<file path="src/rtl/game_sequencer.sv">
// game_sequencer: top-level game flow controller for the bouncing-ball game.
// Sequences ATTRACT -> PLAY <-> PAUSE -> OVER -> ATTRACT. Tracks lives and the
// bounce score, and issues ball restart, ball enable and gravity tick controls.
//
// Ports:
//   frame_clk   in   1   frame clock, all state advances on its rising edge
//   Reset       in   1   asynchronous, active-high reset
//   keycode     in   8   current keyboard keycode (0 = no key)
//   ball_y      in  11   current ball Y position
//   on_platform in   1   high while the ball touches a platform
//   ball_rst    out  1   one-frame pulse restarting the ball (held during Reset)
//   ball_en     out  1   high while in PLAY
//   grav_tick   out  1   one-frame pulse granting one gravity increment
//   state       out  2   00 ATTRACT, 01 PLAY, 10 PAUSE, 11 OVER
//   lives       out  2   remaining lives
//   score       out 16   bounce count for the current game (saturating)
module game_sequencer #(
    parameter logic [7:0]  START_KEY    = 8'd44,
    parameter logic [7:0]  PAUSE_KEY    = 8'd19,
    parameter int unsigned LIVES_INIT   = 3,
    parameter int unsigned GRAV_DIV     = 8,
    parameter logic [10:0] FLOOR_Y      = 11'd469,
    parameter logic [7:0]  OVER_TIMEOUT = 8'd255
) (
    input  logic        frame_clk,
    input  logic        Reset,
    input  logic [7:0]  keycode,
    input  logic [10:0] ball_y,
    input  logic        on_platform,
    output logic        ball_rst,
    output logic        ball_en,
    output logic        grav_tick,
    output logic [1:0]  state,
    output logic [1:0]  lives,
    output logic [15:0] score
);

    localparam int unsigned GRAV_W = 4;
    localparam int unsigned HOLD_W = 2;
    localparam int unsigned OVER_W = 8;

    typedef enum logic [1:0] {
        ST_ATTRACT = 2'b00,
        ST_PLAY    = 2'b01,
        ST_PAUSE   = 2'b10,
        ST_OVER    = 2'b11
    } state_t;

    state_t              st;
    logic [7:0]          prev_key;
    logic                plat_q;
    logic [GRAV_W-1:0]   grav_cnt;
    logic [HOLD_W-1:0]   holdoff;
    logic [OVER_W-1:0]   over_cnt;

    logic start_press;
    logic pause_press;
    logic bounce;
    logic death;
    logic grav_wrap;
    logic over_done;

    assign state = st;

    // Frame-level event decode from the current inputs and registered history
    always_comb begin
        start_press = (keycode == START_KEY) && (prev_key != START_KEY);
        pause_press = (keycode == PAUSE_KEY) && (prev_key != PAUSE_KEY);
        bounce      = on_platform && !plat_q;
        death       = (ball_y >= FLOOR_Y) && (holdoff == '0);
        grav_wrap   = (grav_cnt == GRAV_W'(GRAV_DIV - 1));
        // OVER ends on the frame the counter would reach the timeout value
        over_done   = ({1'b0, over_cnt} + 9'd1) == {1'b0, OVER_TIMEOUT};
    end

    // Game flow state machine with registered outputs
    always_ff @(posedge frame_clk or posedge Reset) begin
        if (Reset) begin
            st        <= ST_ATTRACT;
            prev_key  <= '0;
            plat_q    <= 1'b0;
            grav_cnt  <= '0;
            holdoff   <= '0;
            over_cnt  <= '0;
            lives     <= '0;
            score     <= '0;
            ball_rst  <= 1'b1;
            ball_en   <= 1'b0;
            grav_tick <= 1'b0;
        end else begin
            prev_key  <= keycode;
            plat_q    <= on_platform;
            ball_rst  <= 1'b0;
            grav_tick <= 1'b0;

            unique case (st)
                ST_ATTRACT: begin
                    if (start_press) begin
                        st       <= ST_PLAY;
                        lives    <= 2'(LIVES_INIT);
                        score    <= '0;
                        grav_cnt <= '0;
                        holdoff  <= '0;
                        ball_rst <= 1'b1;
                        ball_en  <= 1'b1;
                    end
                end

                ST_PLAY: begin
                    if (death && (lives <= 2'd1)) begin
                        // Last life lost: leave PLAY with counters frozen
                        st       <= ST_OVER;
                        lives    <= '0;
                        over_cnt <= '0;
                        ball_en  <= 1'b0;
                    end else if (pause_press && !death) begin
                        st      <= ST_PAUSE;
                        ball_en <= 1'b0;
                    end else begin
                        // Still in PLAY this frame: gravity phase advances
                        grav_tick <= grav_wrap;
                        grav_cnt  <= grav_wrap ? '0 : grav_cnt + GRAV_W'(1);
                        if (death) begin
                            lives    <= lives - 2'd1;
                            ball_rst <= 1'b1;
                            holdoff  <= HOLD_W'(3);
                        end else begin
                            if (holdoff != '0) begin
                                holdoff <= holdoff - HOLD_W'(1);
                            end
                            if (bounce && (score != 16'hFFFF)) begin
                                score <= score + 16'd1;
                            end
                        end
                    end
                end

                ST_PAUSE: begin
                    if (pause_press) begin
                        st      <= ST_PLAY;
                        ball_en <= 1'b1;
                    end
                end

                ST_OVER: begin
                    if (start_press || over_done) begin
                        st    <= ST_ATTRACT;
                        lives <= '0;
                        score <= '0;
                    end else begin
                        over_cnt <= over_cnt + OVER_W'(1);
                    end
                end
            endcase
        end
    end

endmodule

</file>
<file path="config.mk">
export PLATFORM = sky130hd
export DESIGN_NAME = game_sequencer
export DESIGN_NICKNAME = d
export VERILOG_FILES = /design/src/rtl/game_sequencer.sv
export SDC_FILE = /design/constraint.sdc
export NUM_CORES = 1
export LEC_CHECK = 0
export CORE_AREA = 8 8 92 94
export DETAILED_ROUTE_END_ITERATION = 10
export DIE_AREA = 0 0 100 102
export SETUP_SLACK_MARGIN = 0.5
export SLEW_MARGIN = 20
export SYNTH_ARGS = -nofsm -noshare
export SYNTH_HDL_FRONTEND = slang
export SYNTH_SLANG_ARGS = --single-unit
</file>
<file path="constraint.sdc">
create_clock -name frame_clk -period 2.2 [get_ports frame_clk]
set_input_delay 0.33 -clock frame_clk [delete_from_list [all_inputs] [get_ports frame_clk]]
set_output_delay 0.33 -clock frame_clk [all_outputs]
set_load 0.02 [all_outputs]
</file>
==> impl_metrics.ini <==
[status]
status = finished, violations left
violations = negative setup slack

[synthesis]
synth_top_family_by_area = simple AND/OR/NAND/NOR gates
synthFlopType = dfrtp_1
synth_xor_area_frac = 0.0124
synth-seq-cells = 46
syn-num-nets = 317
muxShareOfSynthArea = 0.0115
syn-cell-area_mm2 = 0.00273
synth_edf_count = 0
async_reset_ff_frac = 1.00
synth.distinct_cells = 62
yosysWarnings = 0
ys_seq_area_frac = 0.422
synth-simple-area-share = 0.256
synth_fa_ha_area_frac = 0.0275
avgSynthCellArea_um2 = 9.45
synth_compound_area_frac = 0.231
postSynthCellCount = 289

[place]
port-buffer-count = 44
dpl.hpwl_um = 5530
place_congestion = 0.810

[worst_hold_path]
hold_path_startpoint = keycode[5]
min_path_type = input pin to flop
hold_path_depth = 1
hold_end = prev_key[5]

[clock_tree]
cts.htree.levels = 2
cts_buffer_depth = 2
cts_sinks = 46
cts_tree = yes
insertion_delay_ns = 0.31
numCtsBuffers = 5
ctsHoldBuffers = 0
cts.clk_slew.worst_paths_ns = 0.10
root_buffer = clkbuf_8

[global_route]
grt-ovfl-total = 0
grt_usage = 0.169
grt_max_degree = 22
grt_pass1_wl_um = 13900
antenna_found_initial = 0
grt_pass1_vias = 2796

[final_layout]
nNetsFinal = 439
diodes = 0
layout_common_cells = buf_4, dfrtp_1, nor2_1, nand2_1, dlygate4sd2_1
fillers = 617
mostFrequentLayoutCell = buf_4
area_delta_synth_final_pct = 59.7
final_util = 0.618
drive_above_1_share = 0.400

[sta]
fin_ws_ns = -0.0243
setup_violations = 5
slew_viol_final = 0
finalClockSkew_ns = 0.0188
fin_hold_ws_ns = 0.159
period_needed_ns = 2.22
rsz0062_at_grt = true
worst_pin_slew_ns = 0.503
max_freq_mhz = 450
maxSlewHeadroom = 0.664
finalHoldViolCount = 0
period_share = 1.01

[worst_setup_path]
slowest_delay_ns = 0.54
critical-path-top-delay-family = compound AO/OA/AOI/OAI gates
crit_path_top_delay_cell = or4_4
criticalPathCategory = flop to flop
path_cells = or4_4 -> o211ai_1 -> buf_4 -> nand2_2 -> a41o_4 -> buf_6 -> buf_4 -> buf_6 -> a21oi_2
r2r_cells = 9
crit_path_end_kind = flop
reg2reg_to = state[1]
crit_arrival_ns = 2.47
ff2ff_setup_slack_ns = -0.02
startpoint_type = flop
critPathRequiredTime_ns = 2.45
path_max_fanout = 4
r2r_start = prev_key[4]
cp_num_buf_inv = 4

[drt]
drt_iter0_drc = 150
postRouteAntennaNets = 0
wl_per_cell_um = 16.8
routed_wl_um = 8580
vias = 2792
drt_pass1_iterations = 4
routed_via_density = 5.46
drc = 0

[floorplan]
die_x_um = 100
start_util = 0.387
die_area_mm2 = 0.0102
num_rows = 31
coreArea_mm2 = 0.00706
die_h_um = 102
ios = 45

[pwr]
p_leak_nw = 1.95
ir_worst_vdd_mv = 0.572
power.density_mw_per_mm2 = 1030

[flow_run]
maxCapViolations = 0
## synthesized netlist by cell type (2+ instances only)
cell type | n | share of area
a211o_2 | 2 | 0.0073
o311a_1 | 3 | 0.011
o21a_1 | 3 | 0.0082
o31ai_1 | 2 | 0.0055
o21ai_0 | 11 | 0.020
or3_1 | 3 | 0.0069
and3_1 | 5 | 0.011
inv_1 | 13 | 0.018
a31oi_1 | 8 | 0.018
o211ai_1 | 2 | 0.0055
a21oi_1 | 15 | 0.027
nor3_1 | 8 | 0.015
nand2b_1 | 2 | 0.0046
a221o_1 | 7 | 0.026
xnor2_1 | 2 | 0.0064
nor3_2 | 3 | 0.011
o311a_2 | 3 | 0.012
o211a_1 | 2 | 0.0073
nand4_1 | 3 | 0.0069
nand2_1 | 28 | 0.038
dfrtp_1 | 45 | 0.41
nor4_1 | 10 | 0.023
ha_1 | 6 | 0.027
nor2_1 | 30 | 0.041
a211o_1 | 10 | 0.032
nor2b_1 | 2 | 0.0046
nand3_1 | 18 | 0.033
a2bb2oi_1 | 2 | 0.0064
mux2i_1 | 2 | 0.0073
clkbuf_1 | 7 | 0.0096
## cell families (layout without fill, tap and decap cells)
logic type / count (synthesis) / count (layout)
simple gates: 127 / 128
fa+ha+maj: 6 / 6
mux: 3 / 3
xor+xnor: 3 / 3
compound gates: 81 / 82
buf+inv: 23 / 144
flops: 46 / 46
## worst register-to-register path: cells and delay by family, from the launching register on
family	cells	cell delay, ns
compound gates	3	0.64
buf+inv	4	0.54
flops	1	0.39
simple gates	2	0.60
## state kept, by name, summed over array words and instances (netlist names)
register and cells:
grav_cnt 4, holdoff 2, lives 2, ball_rst 1
prev_key 8, state 2, grav_tick 1, plat_q 1
over_cnt 8, score 16, ball_en 1
## power by group
| part | internal (mW) | total, mW | leakage, nW | switching (mW) |
|---|---|---|---|---|
| Sequential | 1.09 | 1.29 | 0.565 | 0.201 |
| Combinational | 1.13 | 2.42 | 1.32 | 1.29 |
| Clock | 0.456 | 0.769 | 0.0683 | 0.314 |
## metal layers
| layer | wire length (µm) | global-route usage | vias to the layer above |
|---|---|---|---|
| li1 | - | - | 1347 |
| met1 | 3760 | 0.201 | 1388 |
| met2 | 4400 | 0.302 | 46 |
| met3 | 301 | 0.0334 | 11 |
| met4 | 112 | 0.0465 | 0 |
| met5 | 0 | 0 | - |
## what timing repair did
item,in CTS,in global routing
buffers inserted,15,6
endpoints found under the hold margin,0,0
pin swaps,22,19
cloned,3,0
gates resized for setup,76,24
endpoints found under the setup margin,58,37
## how the worst max path moves through the flow
| stage | from | to | slack [ns] | depth (start not counted) |
|---|---|---|---|---|
| 4_1_cts | prev_key[5] | score[12] | -0.02 | 7 |
| 6_report | prev_key[4] | state[1] | -0.02 | 9 |
| 5_1_grt | prev_key[6] | over_cnt[3] | -0.17 | 8 |
| 3_3_place_gp | keycode[0] | score[1] | -0.41 | 7 |
| 3_5_place_dp | keycode[0] | score[3] | -0.48 | 7 |
| 2_1_floorplan | score[1] | score[12] | 0.002 | 8 |
## stage by stage
step | setup TNS (ns) | power, mW | setup slack [ns] | area (µm²) | std cells
after CTS | -0.0761 | 4.34 | -0.0203 | 4230 | 505
after global placement | -8.67 | 3.39 | -0.413 | 3770 | 479
final | -0.0569 | 4.48 | -0.0243 | 4360 | 511
after global routing | -2.14 | 4.77 | -0.166 | 4360 | 511
after floorplan | 0 | 2.45 | 0.00156 | 2850 | 289
after detailed placement | -10.62 | 3.40 | -0.484 | 3770 | 479
## final cells by class
type	count	area, µm²	share of cell area
Multi-Input combinational cell	222	1820	0.417
Clock buffer	5	68.8	0.0158
Tap cell	99	124	0.0284
Sequential cell	46	1160	0.266
Timing Repair Buffer	123	1070	0.246
Clock inverter	3	68.8	0.0158
Inverter	13	48.8	0.0112
(Power assumes the default switching activity.)
